[src/rtl/spi_flash_reader_if.sv]
// Byte-engine side of the SPI flash reader: target select, transmit enqueue and
// received-byte strobe shared with spi_master.
interface spi_flash_reader_if #(
  parameter int unsigned NUM_TARGETS = 1
);
  logic [NUM_TARGETS-1:0] target_id;
  logic                   target_en;
  logic [7:0]             tx_byte;
  logic                   tx_en;
  logic                   tx_ready;
  logic [7:0]             rx_byte;
  logic                   rx_en;

  modport master (
    output target_id, target_en, tx_byte, tx_en,
    input  tx_ready, rx_byte, rx_en
  );

  modport slave (
    input  target_id, target_en, tx_byte, tx_en,
    output tx_ready, rx_byte, rx_en
  );
endinterface

[src/rtl/spi_flash_reader.sv]
// SPI-NOR READ (0x03) sequencer: selects the target, enqueues command, address and
// dummy bytes into spi_master, streams the received data bytes, then releases CS.
module spi_flash_reader #(
  parameter int unsigned NUM_TARGETS = 1,
  parameter logic [7:0]  CMD_READ    = 8'h03,
  parameter logic [7:0]  DUMMY_TX    = 8'hFF,
  parameter int unsigned CS_GAP      = 4,
  parameter int unsigned LEN_W       = 16
) (
  input  logic                   clk,
  input  logic                   reset,
  input  logic                   start,
  input  logic [NUM_TARGETS-1:0] target,
  input  logic [23:0]            addr,
  input  logic [LEN_W-1:0]       len,
  input  logic                   abort,
  output logic                   busy,
  output logic                   done,
  output logic                   aborted,
  output logic [7:0]             dout,
  output logic                   dout_valid,
  spi_flash_reader_if.master     spi
);

  localparam int unsigned CNT_W = LEN_W + 3;
  localparam int unsigned GAP_W = (CS_GAP > 1) ? $clog2(CS_GAP) : 1;

  typedef enum logic [3:0] {
    S_IDLE, S_SEL, S_CMD, S_A2, S_A1, S_A0, S_DATA, S_DRAIN, S_GAP
  } state_t;

  state_t                 state_q, state_d;
  logic                   busy_d, done_d, aborted_d, dout_valid_d;
  logic [7:0]             dout_d;
  logic [NUM_TARGETS-1:0] target_id_d;
  logic                   target_en_d, tx_en_d;
  logic [7:0]             tx_byte_d;
  logic [23:0]            addr_q, addr_d;
  logic [LEN_W-1:0]       len_q, len_d;
  logic [CNT_W-1:0]       enq_cnt, enq_d;
  logic [CNT_W-1:0]       rx_cnt, rx_d;
  logic [GAP_W-1:0]       gap_cnt, gap_d;
  logic                   abort_seen, abort_seen_d;

  logic                   tx_ok;
  logic [CNT_W-1:0]       total_tx;
  logic [7:0]             tx_pick;
  state_t                 tx_next;

  // A ready seen in the cycle right after an enqueue is stale and is ignored.
  assign tx_ok    = spi.tx_ready && !spi.tx_en;
  assign total_tx = CNT_W'(len_q) + CNT_W'(4);

  always_comb begin : next_state_c
    state_d      = state_q;
    busy_d       = busy;
    done_d       = 1'b0;
    aborted_d    = 1'b0;
    dout_d       = dout;
    dout_valid_d = 1'b0;
    target_id_d  = spi.target_id;
    target_en_d  = spi.target_en;
    tx_byte_d    = spi.tx_byte;
    tx_en_d      = 1'b0;
    addr_d       = addr_q;
    len_d        = len_q;
    enq_d        = enq_cnt;
    rx_d         = rx_cnt;
    gap_d        = gap_cnt;
    abort_seen_d = abort_seen;
    tx_pick      = CMD_READ;
    tx_next      = S_A2;

    // Byte and successor for whichever transmit state is active.
    case (state_q)
      S_A2:    begin tx_pick = addr_q[23:16]; tx_next = S_A1; end
      S_A1:    begin tx_pick = addr_q[15:8];  tx_next = S_A0; end
      S_A0:    begin
        tx_pick = addr_q[7:0];
        tx_next = (len_q == '0) ? S_DRAIN : S_DATA;
      end
      S_DATA:  begin
        tx_pick = DUMMY_TX;
        tx_next = ((enq_cnt + CNT_W'(1)) == total_tx) ? S_DRAIN : S_DATA;
      end
      default: begin tx_pick = CMD_READ; tx_next = S_A2; end
    endcase

    // The first four received bytes are the command/address echo.
    if (state_q != S_IDLE && spi.rx_en) begin
      rx_d = rx_cnt + CNT_W'(1);
      if (rx_cnt >= CNT_W'(4)) begin
        dout_d       = spi.rx_byte;
        dout_valid_d = 1'b1;
      end
    end

    case (state_q)
      S_IDLE: begin
        if (start && !done) begin
          addr_d       = addr;
          len_d        = len;
          target_id_d  = target;
          target_en_d  = 1'b1;
          busy_d       = 1'b1;
          enq_d        = '0;
          rx_d         = '0;
          gap_d        = '0;
          abort_seen_d = 1'b0;
          state_d      = S_SEL;
        end
      end
      S_SEL: begin
        if (abort) begin
          abort_seen_d = 1'b1;
          state_d      = S_DRAIN;
        end else begin
          state_d = S_CMD;
        end
      end
      S_CMD, S_A2, S_A1, S_A0, S_DATA: begin
        if (abort) begin
          abort_seen_d = 1'b1;
          state_d      = S_DRAIN;
        end else if (tx_ok) begin
          tx_en_d   = 1'b1;
          tx_byte_d = tx_pick;
          enq_d     = enq_cnt + CNT_W'(1);
          state_d   = tx_next;
        end
      end
      // Every enqueued byte, including one in flight at abort, must come back.
      S_DRAIN: begin
        if (abort) abort_seen_d = 1'b1;
        if (rx_d == enq_cnt) begin
          target_en_d = 1'b0;
          gap_d       = '0;
          state_d     = S_GAP;
        end
      end
      S_GAP: begin
        if (abort) abort_seen_d = 1'b1;
        if (gap_cnt == GAP_W'(CS_GAP - 1)) begin
          done_d    = 1'b1;
          aborted_d = abort_seen | abort;
          busy_d    = 1'b0;
          state_d   = S_IDLE;
        end else begin
          gap_d = gap_cnt + GAP_W'(1);
        end
      end
      default: state_d = S_IDLE;
    endcase
  end

  always_ff @(posedge clk) begin : state_reg
    if (reset) begin
      state_q       <= S_IDLE;
      busy          <= 1'b0;
      done          <= 1'b0;
      aborted       <= 1'b0;
      dout          <= '0;
      dout_valid    <= 1'b0;
      spi.target_id <= '0;
      spi.target_en <= 1'b0;
      spi.tx_byte   <= '0;
      spi.tx_en     <= 1'b0;
      addr_q        <= '0;
      len_q         <= '0;
      enq_cnt       <= '0;
      rx_cnt        <= '0;
      gap_cnt       <= '0;
      abort_seen    <= 1'b0;
    end else begin
      state_q       <= state_d;
      busy          <= busy_d;
      done          <= done_d;
      aborted       <= aborted_d;
      dout          <= dout_d;
      dout_valid    <= dout_valid_d;
      spi.target_id <= target_id_d;
      spi.target_en <= target_en_d;
      spi.tx_byte   <= tx_byte_d;
      spi.tx_en     <= tx_en_d;
      addr_q        <= addr_d;
      len_q         <= len_d;
      enq_cnt       <= enq_d;
      rx_cnt        <= rx_d;
      gap_cnt       <= gap_d;
      abort_seen    <= abort_seen_d;
    end
  end

endmodule

[src/flat_wrapper.sv]
// flat-port wrapper written by rule: the top's interface ports become plain ports
module spi_flash_reader_flat 
#(
  parameter int unsigned NUM_TARGETS = 1,
  parameter logic [7:0]  CMD_READ    = 8'h03,
  parameter logic [7:0]  DUMMY_TX    = 8'hFF,
  parameter int unsigned CS_GAP      = 4,
  parameter int unsigned LEN_W       = 16
)
  (clk, reset, start, target, addr, len, abort, busy, done, aborted, dout, dout_valid, spi_target_id, spi_target_en, spi_tx_byte, spi_tx_en, spi_tx_ready, spi_rx_byte, spi_rx_en);
  spi_flash_reader_if #(.NUM_TARGETS(NUM_TARGETS)) spi_i ();
  input  logic clk;
  input  logic reset;
  input  logic start;
  input  logic [NUM_TARGETS-1:0] target;
  input  logic [23:0] addr;
  input  logic [LEN_W-1:0] len;
  input  logic abort;
  output logic busy;
  output logic done;
  output logic aborted;
  output logic [7:0] dout;
  output logic dout_valid;
  output wire logic [$bits(spi_i.target_id)-1:0] spi_target_id;
  output wire logic [$bits(spi_i.target_en)-1:0] spi_target_en;
  output wire logic [$bits(spi_i.tx_byte)-1:0] spi_tx_byte;
  output wire logic [$bits(spi_i.tx_en)-1:0] spi_tx_en;
  input wire logic [$bits(spi_i.tx_ready)-1:0] spi_tx_ready;
  input wire logic [$bits(spi_i.rx_byte)-1:0] spi_rx_byte;
  input wire logic [$bits(spi_i.rx_en)-1:0] spi_rx_en;
  assign spi_target_id = spi_i.target_id;
  assign spi_target_en = spi_i.target_en;
  assign spi_tx_byte = spi_i.tx_byte;
  assign spi_tx_en = spi_i.tx_en;
  assign spi_i.tx_ready = spi_tx_ready;
  assign spi_i.rx_byte = spi_rx_byte;
  assign spi_i.rx_en = spi_rx_en;
  spi_flash_reader #(.NUM_TARGETS(NUM_TARGETS), .CMD_READ(CMD_READ), .DUMMY_TX(DUMMY_TX), .CS_GAP(CS_GAP), .LEN_W(LEN_W)) u_core (.clk(clk), .reset(reset), .start(start), .target(target), .addr(addr), .len(len), .abort(abort), .busy(busy), .done(done), .aborted(aborted), .dout(dout), .dout_valid(dout_valid), .spi(spi_i));
endmodule
[config.mk]
export PLATFORM = sky130hd
export DESIGN_NAME = spi_flash_reader_flat
export DESIGN_NICKNAME = d
export VERILOG_FILES = /design/src/rtl/spi_flash_reader_if.sv /design/src/rtl/spi_flash_reader.sv /design/src/flat_wrapper.sv
export SDC_FILE = /design/constraint.sdc
export NUM_CORES = 1
export LEC_CHECK = 0
export BUFFER_PORTS_ARGS = -buffer_cell sky130_fd_sc_hd__buf_4
export CAP_MARGIN = 25
export CORE_MARGIN = 2
export CORE_UTILIZATION = 38
export CTS_CLUSTER_SIZE = 8
export DETAILED_ROUTE_END_ITERATION = 10
export MAX_ROUTING_LAYER = met4
export PLACE_DENSITY = 0.52
export SLEW_MARGIN = 15
export SYNTH_ARGS = -nofsm -noshare
export SYNTH_HDL_FRONTEND = slang
export SYNTH_SLANG_ARGS = --single-unit
[constraint.sdc]
create_clock -name clk -period 3.45 [get_ports clk]
set_clock_uncertainty 0.15 [all_clocks]
set_input_delay 0.1725 -clock clk [delete_from_list [all_inputs] [get_ports clk]]
set_output_delay 0.1725 -clock clk [all_outputs]
set_load 0.02 [all_outputs]
* Yosys cells after proc, flatten, opt, wreduce, memory -nomap -nowiden
Index checks and enable logic that the tools add are counted.
** Storage, ports and cells
- Output and inout bits :: 23
- Word-level logic and storage cells :: 107
- Register bits after elaboration :: 108
- Bits of input ports :: 55
** Cells by class
- Bitwise operators :: 6
- Add/sub/neg operators :: 4
- Reduce and logical (&&, ||, !) cells :: 28
- Magnitude comparators :: 1
- Equality and inequality tests :: 19
- Multiplexer cells :: 33
** Operators by type and width (number)
- two-way mux 19 bit :: 6
- adder 19 x 1 -> 19 bit, second input constant :: 2
- == test 19 bit :: 2
- case mux 19 bit (2 select lines) :: 1
- case mux 8 bit (4 select lines) :: 1
- two-way mux 4 bit :: 5
- case mux 4 bit (5 select lines) :: 1
- >= comparator 19 x 3 -> 1 bit, second input constant :: 1
- adder 16 x 3 -> 17 bit, second input constant :: 1
- == test 4 x 3 -> 1 bit, second input constant :: 4
- logical NOT 16 bit :: 1
- case mux 4 bit (4 select lines) :: 1
- AND reduction 3 bit :: 4
- AND reduction 4 bit :: 3
- two-way mux 1 bit :: 10
- != test 2 x 1 -> 1 bit, second input constant :: 5
- == test 4 x 2 -> 1 bit, second input constant :: 2
- nonzero test 2 bit :: 4
- OR reduction 8 bit :: 1
- two-way mux 2 bit :: 3
- case mux 1 bit (2 select lines) :: 3
- case mux 2 bit (3 select lines) :: 1
- OR reduction 3 bit :: 2
- NOT 1 bit :: 5
- 16 further kinds :: 22

* Depth between registers and ports, before layout
Gate-level depths: netlist of the first run.
- Word-level depth :: 7
- Depth in mapped cells :: 11
- Depth with buffers taken out :: 10

* Worst setup path before layout of the first run
OpenSTA, ideal clock, no wires.
- Path type :: reg-to-reg
- From :: reg u_core.state_q[1]
- To :: reg u_core.gap_cnt[0]
- Arrival :: 2.791 ns
- Setup slack :: 0.389 ns
- Cell stages (with the launch flop) :: 12
- Data required time :: 3.179 ns
- Period minus slack after synthesis :: 3.061 ns
- Setup time :: 0.121 ns
- Buffers on the path :: 2
- Cell sequence :: dfxtp_1 -> buf_6 -> o41a_4 -> buf_6 -> nand4_1 -> mux2i_1 -> o21ai_0 -> or4_1 -> nor4_2 -> nand3_1 -> nand2_1 -> mux2_2
** Between the ends
- Cells in the longest elaborated chain, start to end :: 6
- Elaborated cells between the ends (all ways) :: 13
- Classes of those cells :: eq/ne (6); mux (2); reduce/logical (5)
** Ends and longest elaborated chain
- from (decl) :: RTL line spi_flash_reader.sv:32 : state_t state_q, state_d;
- from (signal assigned) :: RTL line spi_flash_reader.sv:175 : state_q <= state_d;
- nonzero test 4 bit :: RTL line spi_flash_reader.sv:90 : if (state_q != S_IDLE && spi.rx_en) begin
- logical AND 1 bit :: RTL line spi_flash_reader.sv:90
- two-way mux 19 bit :: RTL line spi_flash_reader.sv:90
- == test 19 bit :: RTL line spi_flash_reader.sv:135 : if (rx_d == enq_cnt) begin
- != test 2 x 1 -> 1 bit (no line)
- AND reduction 4 bit (no line)
- to (signal assigned) :: RTL line spi_flash_reader.sv:189 : gap_cnt <= gap_d;
- to (decl) :: RTL line spi_flash_reader.sv:42 : logic [GAP_W-1:0] gap_cnt, gap_d;
Parallel ways exist; a longest one is shown, timed or not.
A chain may end at the register's enable or synchronous reset.

* Worst setup path after layout of the first run
- From :: reg u_core.state_q[0]
- To :: reg u_core.gap_cnt[0]
Same word-level chain as after synthesis.

==> results of run 1 <==
final cells by class:
type	instances	share of cell area
Clock buffer	10	0.0316
Clock inverter	6	0.00712
Inverter	18	0.00894
Multi-Input combinational cell	588	0.463
Sequential cell	108	0.286
Tap cell	188	0.0311
Timing Repair Buffer	157	0.172
stage by stage:
stage	cell area [sq um]	hold slack [ps]	total power [mW]
after detailed placement	6750	262	2.78
after floorplan	5930	133	2.41
final	7560	16.4	3.82
after global placement	6750	256	2.76
after global routing	7560	53.9	4.08
after CTS	7540	8.60	3.88
report_power, final:
group          switching (mW)  internal (mW)
logic                   0.754          0.511
clock network           0.516          0.524
registers               0.128           1.39
state kept, by name (all words and copies together), names as in the netlist, 2 cells and up:
name,flops
u_core.enq_cnt,19
u_core.dout,8
u_core.state_q,4
u_core.rx_cnt,19
u_core.gap_cnt,2
u_core.spi.tx_byte,8
u_core.addr_q,24
u_core.len_q,16
routing by layer:
layer  routed length (microns)  up-vias  GRT usage
li1                          -     2866          -
met2                      8150      105      0.352
met1                      7890     2669      0.271
met3                       583       19     0.0432
met5                         0        -          -
met4                       273        0     0.0620
worst register-to-register path, cell delays in order, from the launching register on:
cell and delay (ps):
dfxtp_1 320, o41a_4 580, nand4_1 200, mux2i_1 230, o21ai_0 100, or4_1 550
nor4_2 320, nand3_1 210, nand2_1 160, mux2_2 340
repair_timing:
action / in CTS / in global routing
hold endpoints to repair: 50 / 0
hold buffers: 50 / 0
resized for setup: 0 / 2
setup endpoints to repair: 0 / 1
logic make-up after synthesis:
family / after synthesis
compound gates: 152
xor+xnor: 74
fa+ha+maj: 7
buf+inv: 74
flops: 108
mux: 17
simple gates: 338
cell usage in the layout, fill, tap and decap left out, types with 10 or more instances in the layout:
cell type        n
xor2_1          22
nand2b_1        12
a21oi_1         70
mux2i_1         14
nand2_1        121
o21ai_0         44
nor3_1          14
dfxtp_1        108
and3_1          14
inv_1           18
nor4_1          12
buf_4          107
a22oi_1         10
nand3_1         22
xnor2_1         51
dlygate4sd3_1   50
nor2_1          74
nand4_1         14
how the worst max path moves through the flow:
| stage | start | endpoint | slack, ps | depth (start not counted) |
|---|---|---|---|---|
| floorplan | u_core.state_q[1] | u_core.gap_cnt[0] | 390 | 11 |
| global placement | u_core.state_q[0] | u_core.gap_cnt[0] | 240 | 9 |
| detailed placement | u_core.state_q[0] | u_core.gap_cnt[0] | 200 | 9 |
| CTS | u_core.state_q[0] | u_core.gap_cnt[0] | 170 | 9 |
| global route | u_core.state_q[0] | u_core.gap_cnt[0] | 20 | 9 |
| finish | u_core.state_q[0] | u_core.gap_cnt[0] | 170 | 9 |
==> impl_metrics.env, run 1 <==
export IMPL_wl_per_cell_microns=15.7
export IMPL_root_buffer="clkbuf_16"
export IMPL_die_w_microns=129
export IMPL_clock_sinks=108
export IMPL_rows=45
export IMPL_slew_headroom=0.358
export IMPL_cts_tree="built"
export IMPL_die_y_microns=129
export IMPL_dp_hpwl_mm=12.2
export IMPL_synth_cell_type_count=59
export IMPL_synth_mux_area_frac=0.0293
export IMPL_area_delta_synth_final_pct=27.4
export IMPL_synth_seq_area_share=0.364
export IMPL_drt_initial_drc_count=243
export IMPL_power_density_nw_per_um2=506
export IMPL_fin_nets=943
export IMPL_synth_top_area_frac=0.364
export IMPL_grt_pass1_wl_mm=27.6
export IMPL_drc_errors=0
export IMPL_htree_levels=3
export IMPL_gr_total_overflow=0
export IMPL_synth_top_cells_by_count="121 x nand2_1, 108 x dfxtp_1, 74 x nor2_1"
export IMPL_min_period_ps=3280
export IMPL_drive_above_1_share=0.160
export IMPL_cts_setup_buffers=0
export IMPL_dp_slack_ps=196
export IMPL_ir_worst_vdd_mv=0.336
export IMPL_synth_edff_count=0
export IMPL_r2r_end="u_core.gap_cnt[0]"
export IMPL_grt_max_degree=93
export IMPL_gp_congestion=0.887
export IMPL_postRouteAntennaNets=0
export IMPL_cts_buffers=9
export IMPL_hold_depth=4
export IMPL_worstRegToRegCells=9
export IMPL_dr_pass1_iters=4
export IMPL_yosysWarnings=0
export IMPL_initial_core_util=0.390
export IMPL_synth_compound_area_frac=0.149
export IMPL_antenna_found_initial=0
export IMPL_ios=78
export IMPL_rsz0062_at_grt="false"
export IMPL_yosys_top_cells_area="dfxtp_1 36%, nand2_1 7.7%, xnor2_1 7.5%"
export IMPL_synthXorXnorAreaFrac=0.112
export IMPL_synth_fp_nets=831
export IMPL_vias=5659
export IMPL_timing_final_hold_violations=0
export IMPL_port_buffers=77
export IMPL_core_area_sq_um=15200
export IMPL_path_buf_inv=0
export IMPL_reg2reg_from="u_core.state_q[0]"
export IMPL_grt_pass1_vias=5539
export IMPL_synthMostInstantiatedCell="nand2_1"
export IMPL_crit_path_end_kind="flip-flop"
export IMPL_layout_setup_ws_ps=174
export IMPL_syn_cell_area_sq_um=5930
export IMPL_start_kind="flip-flop"
export IMPL_fin_cells=1075
export IMPL_async_flop_share=0
export IMPL_multi_input_area_sq_um=3500
export IMPL_worstPathMaxFanout=12
export IMPL_slew_viol_final=0
export IMPL_nFillCells=1494
export IMPL_drv_cap=0
export IMPL_path_delay_family="simple AND/OR/NAND/NOR gates"
export IMPL_cts_buffer_depth=2
export IMPL_grt_usage=0.216
export IMPL_slowest_delay_ps=580
export IMPL_avgSynthCellArea_sq_um=7.71
export IMPL_synth_seq_cells=108
export IMPL_p_leak_nw=2.93
export IMPL_synth_area_leader_cell="dfxtp_1"
export IMPL_crit_type="reg2reg"
export IMPL_yosys_area_share_adder=0.0143
export IMPL_antennaDiodeCount=0
export IMPL_seq_area_sq_um=2160
export IMPL_path_clk_slew_ps=70
export IMPL_status="completed"
export IMPL_placed_cells=1009
export IMPL_min_to="u_core.rx_cnt[0]"
export IMPL_worst_pin_slew_ps=963
export IMPL_final_period_utilization=0.950
export IMPL_worstPathRequired_ps=3550
export IMPL_report_final_setup_viol=0
export IMPL_synth_top_family_by_area="simple AND/OR/NAND/NOR gates"
export IMPL_hp_class="in2reg"
export IMPL_critPathSlowestCell="o41a_4"
export IMPL_tns_ps=0
export IMPL_dieArea_sq_um=16600
export IMPL_timing_reg2reg_setup_slack_ps=170
export IMPL_fmax_mhz=305
export IMPL_cp_arrival_ps=3380
export IMPL_synthSimpleGateAreaFrac=0.281
export IMPL_final_core_util=0.497
export IMPL_syn_inst=770
export IMPL_viasPerCell=5.26
export IMPL_clk_latency_ps=360
export IMPL_synthFlopType="dfxtp_1"
export IMPL_holdCritStartpoint="spi_rx_en"
export IMPL_worstPathCellList="o41a_4, nand4_1, mux2i_1, o21ai_0, or4_1, nor4_2, nand3_1, nand2_1, mux2_2"
export IMPL_drt_wl_total_mm=16.9
No activity file was read; power rests on OpenSTA's default activity.
==> run 2: changes to the inputs <==
--- a/config.mk
+++ b/config.mk
@@ -11,6 +11,7 @@
 export CORE_UTILIZATION = 38
 export CTS_CLUSTER_SIZE = 8
 export DETAILED_ROUTE_END_ITERATION = 10
+export GPL_TIMING_DRIVEN = 0
 export MAX_ROUTING_LAYER = met4
 export PLACE_DENSITY = 0.52
 export SLEW_MARGIN = 15
==> constraint.sdc (replaced) <==
create_clock -name clk -period 3.91 [get_ports clk]
set_clock_uncertainty 0.15 [all_clocks]
set_input_delay 0.1955 -clock clk [delete_from_list [all_inputs] [get_ports clk]]
set_output_delay 0.1955 -clock clk [all_outputs]
set_load 0.02 [all_outputs]
==> impl_metrics.env, run 2 (same netlist as run 1, synthesis figures left out) <==
export IMPL_status="completed"
export IMPL_timing_final_hold_violations=0
export IMPL_fin_cells=1103
export IMPL_clk_latency_ps=360
export IMPL_cts_buffer_depth=2
export IMPL_antennaDiodeCount=0
export IMPL_drv_cap=0
export IMPL_die_y_microns=129
export IMPL_fin_nets=971
export IMPL_postRouteAntennaNets=0
export IMPL_power_density_nw_per_um2=450
export IMPL_cts_buffers=9
export IMPL_viasPerCell=5.19
export IMPL_wl_per_cell_microns=15.9
export IMPL_holdCritStartpoint="reset"
export IMPL_dp_slack_ps=210
export IMPL_grt_max_degree=19
export IMPL_clock_sinks=108
export IMPL_worstPathMaxFanout=10
export IMPL_final_period_utilization=0.956
export IMPL_hp_class="in2reg"
export IMPL_rsz0062_at_grt="false"
export IMPL_timing_reg2reg_setup_slack_ps=170
export IMPL_grt_pass1_wl_mm=28.4
export IMPL_holdWs_ps=26.7
export IMPL_drive_above_1_share=0.130
export IMPL_grt_pass1_vias=5621
export IMPL_tns_ps=0
export IMPL_final_common_cell="nand2_1"
export IMPL_layout_setup_ws_ps=172
export IMPL_crit_type="reg2reg"
export IMPL_max_flop_register="u_core.addr_q"
export IMPL_grt_usage=0.224
export IMPL_cts_resized=0
export IMPL_drt_initial_drc_count=250
export IMPL_start_kind="flip-flop"
export IMPL_min_period_ps=3740
export IMPL_nFillCells=1502
export IMPL_final_core_util=0.497
export IMPL_drt_wl_total_mm=17.5
export IMPL_slew_viol_final=0
export IMPL_ir_worst_vdd_mv=0.228
export IMPL_cts_tree="built"
export IMPL_crit_path_end_kind="flip-flop"
export IMPL_worstPathRequired_ps=4010
export IMPL_largest_register_ffs=24
export IMPL_drc_errors=0
export IMPL_dr_pass1_iters=6
export IMPL_die_w_microns=129
export IMPL_gr_total_overflow=0
export IMPL_hold_depth=3
export IMPL_r2r_end="u_core.gap_cnt[0]"
export IMPL_worstRegToRegCells=11
export IMPL_port_buffers=77
export IMPL_dieArea_sq_um=16600
export IMPL_report_final_setup_viol=0
export IMPL_placed_cells=1036
export IMPL_p_leak_nw=2.86
export IMPL_reg2reg_from="u_core.state_q[1]"
export IMPL_vias=5729
export IMPL_most_common_layout_cells="121 x nand2_1, 108 x dfxtp_1, 77 x buf_4, 74 x nor2_1, 70 x a21oi_1"
export IMPL_htree_levels=3
export IMPL_fmax_mhz=268
export IMPL_worst_pin_slew_ps=771
export IMPL_slew_headroom=0.482
export IMPL_initial_core_util=0.390
export IMPL_core_area_sq_um=15200
export IMPL_top_regs="u_core.addr_q: 24 flops, u_core.enq_cnt: 19 flops, u_core.rx_cnt: 19 flops"
export IMPL_area_delta_synth_final_pct=27.3
export IMPL_gp_congestion=0.898
export IMPL_rows=45
export IMPL_dp_hpwl_mm=13.2
export IMPL_ios=78
export IMPL_root_buffer="clkbuf_16"
export IMPL_antenna_found_initial=0
export IMPL_cp_arrival_ps=3840
export IMPL_path_clk_slew_ps=70
export IMPL_min_to="u_core.state_q[1]"
==> run 2: cell types whose count changed in the layout (fill, tap and decap cells not counted), moves of 2 or more <==
| cell | change |
|---|---|
| buf_2 | +7 |
| buf_4 | -30 |
| buf_6 | +2 |
| clkbuf_1 | +47 |
==> run 2: power by group <==
part           internal [mW]  switching [mW]
logic                  0.454           0.691
clock network          0.474           0.434
registers               1.23           0.121
total                   2.16            1.25
==> run 2: worst max-delay path, stage by stage (launching register included) <==
cell,delay (ps)
dfxtp_1,310
buf_6,130
o41a_4,510
buf_6,160
nand4_1,160
mux2i_1,240
o21ai_0,120
or4_1,540
nor4_2,490
nand3_1,280
nand2_1,190
mux2_2,340
==> run 2: layout make-up <==
type                    instances  area [sq um]  share of cell area
plain buffers                  56           233              0.0308
flip-flops and latches        108          2160               0.286
multi-input cells             588          3470               0.460
repair buffers                129          1090               0.144
well taps                     188           235              0.0311
clock inverters                 5          42.5             0.00563
inverters                      18          67.6             0.00895
clock buffers                  11           253              0.0335
==> run 2: through the flow <==
stage | instance area [sq um] | power [mW]
6_report | 7550 | 3.40
3_5_place_dp | 6750 | 2.48
4_1_cts | 7550 | 3.43
3_3_place_gp | 6750 | 2.47
2_1_floorplan | 5930 | 2.12
5_1_grt | 7550 | 3.63
==> run 2: metal layers <==
| metal | track usage | vias to the layer above | part of all wire |
|---|---|---|---|
| met4 | 0.0723 | 0 | 0.019 |
| li1 | - | 2929 | - |
| met1 | 0.260 | 2654 | 0.44 |
| met3 | 0.0370 | 23 | 0.034 |
| met5 | - | - | 0 |
| met2 | 0.395 | 123 | 0.51 |
==> run 2: worst max-delay path by stage <==
stage                 startpoint           endpoint  cells past startpoint
2_1_floorplan  u_core.state_q[1]  u_core.gap_cnt[0]                     11
3_3_place_gp   u_core.state_q[1]  u_core.gap_cnt[0]                     11
3_5_place_dp   u_core.state_q[1]  u_core.gap_cnt[0]                     11
4_1_cts        u_core.state_q[1]  u_core.gap_cnt[0]                     11
5_1_grt        u_core.state_q[2]  u_core.gap_cnt[0]                     10
6_report       u_core.state_q[1]  u_core.gap_cnt[0]                     11
==> run 2: what timing repair did <==
action / CTS / global route
endpoints found under the hold margin: 50 / 0
hold buffers: 50 / 0
setup endpoints to repair: 0 / 0
setup buffers: 0 / 0
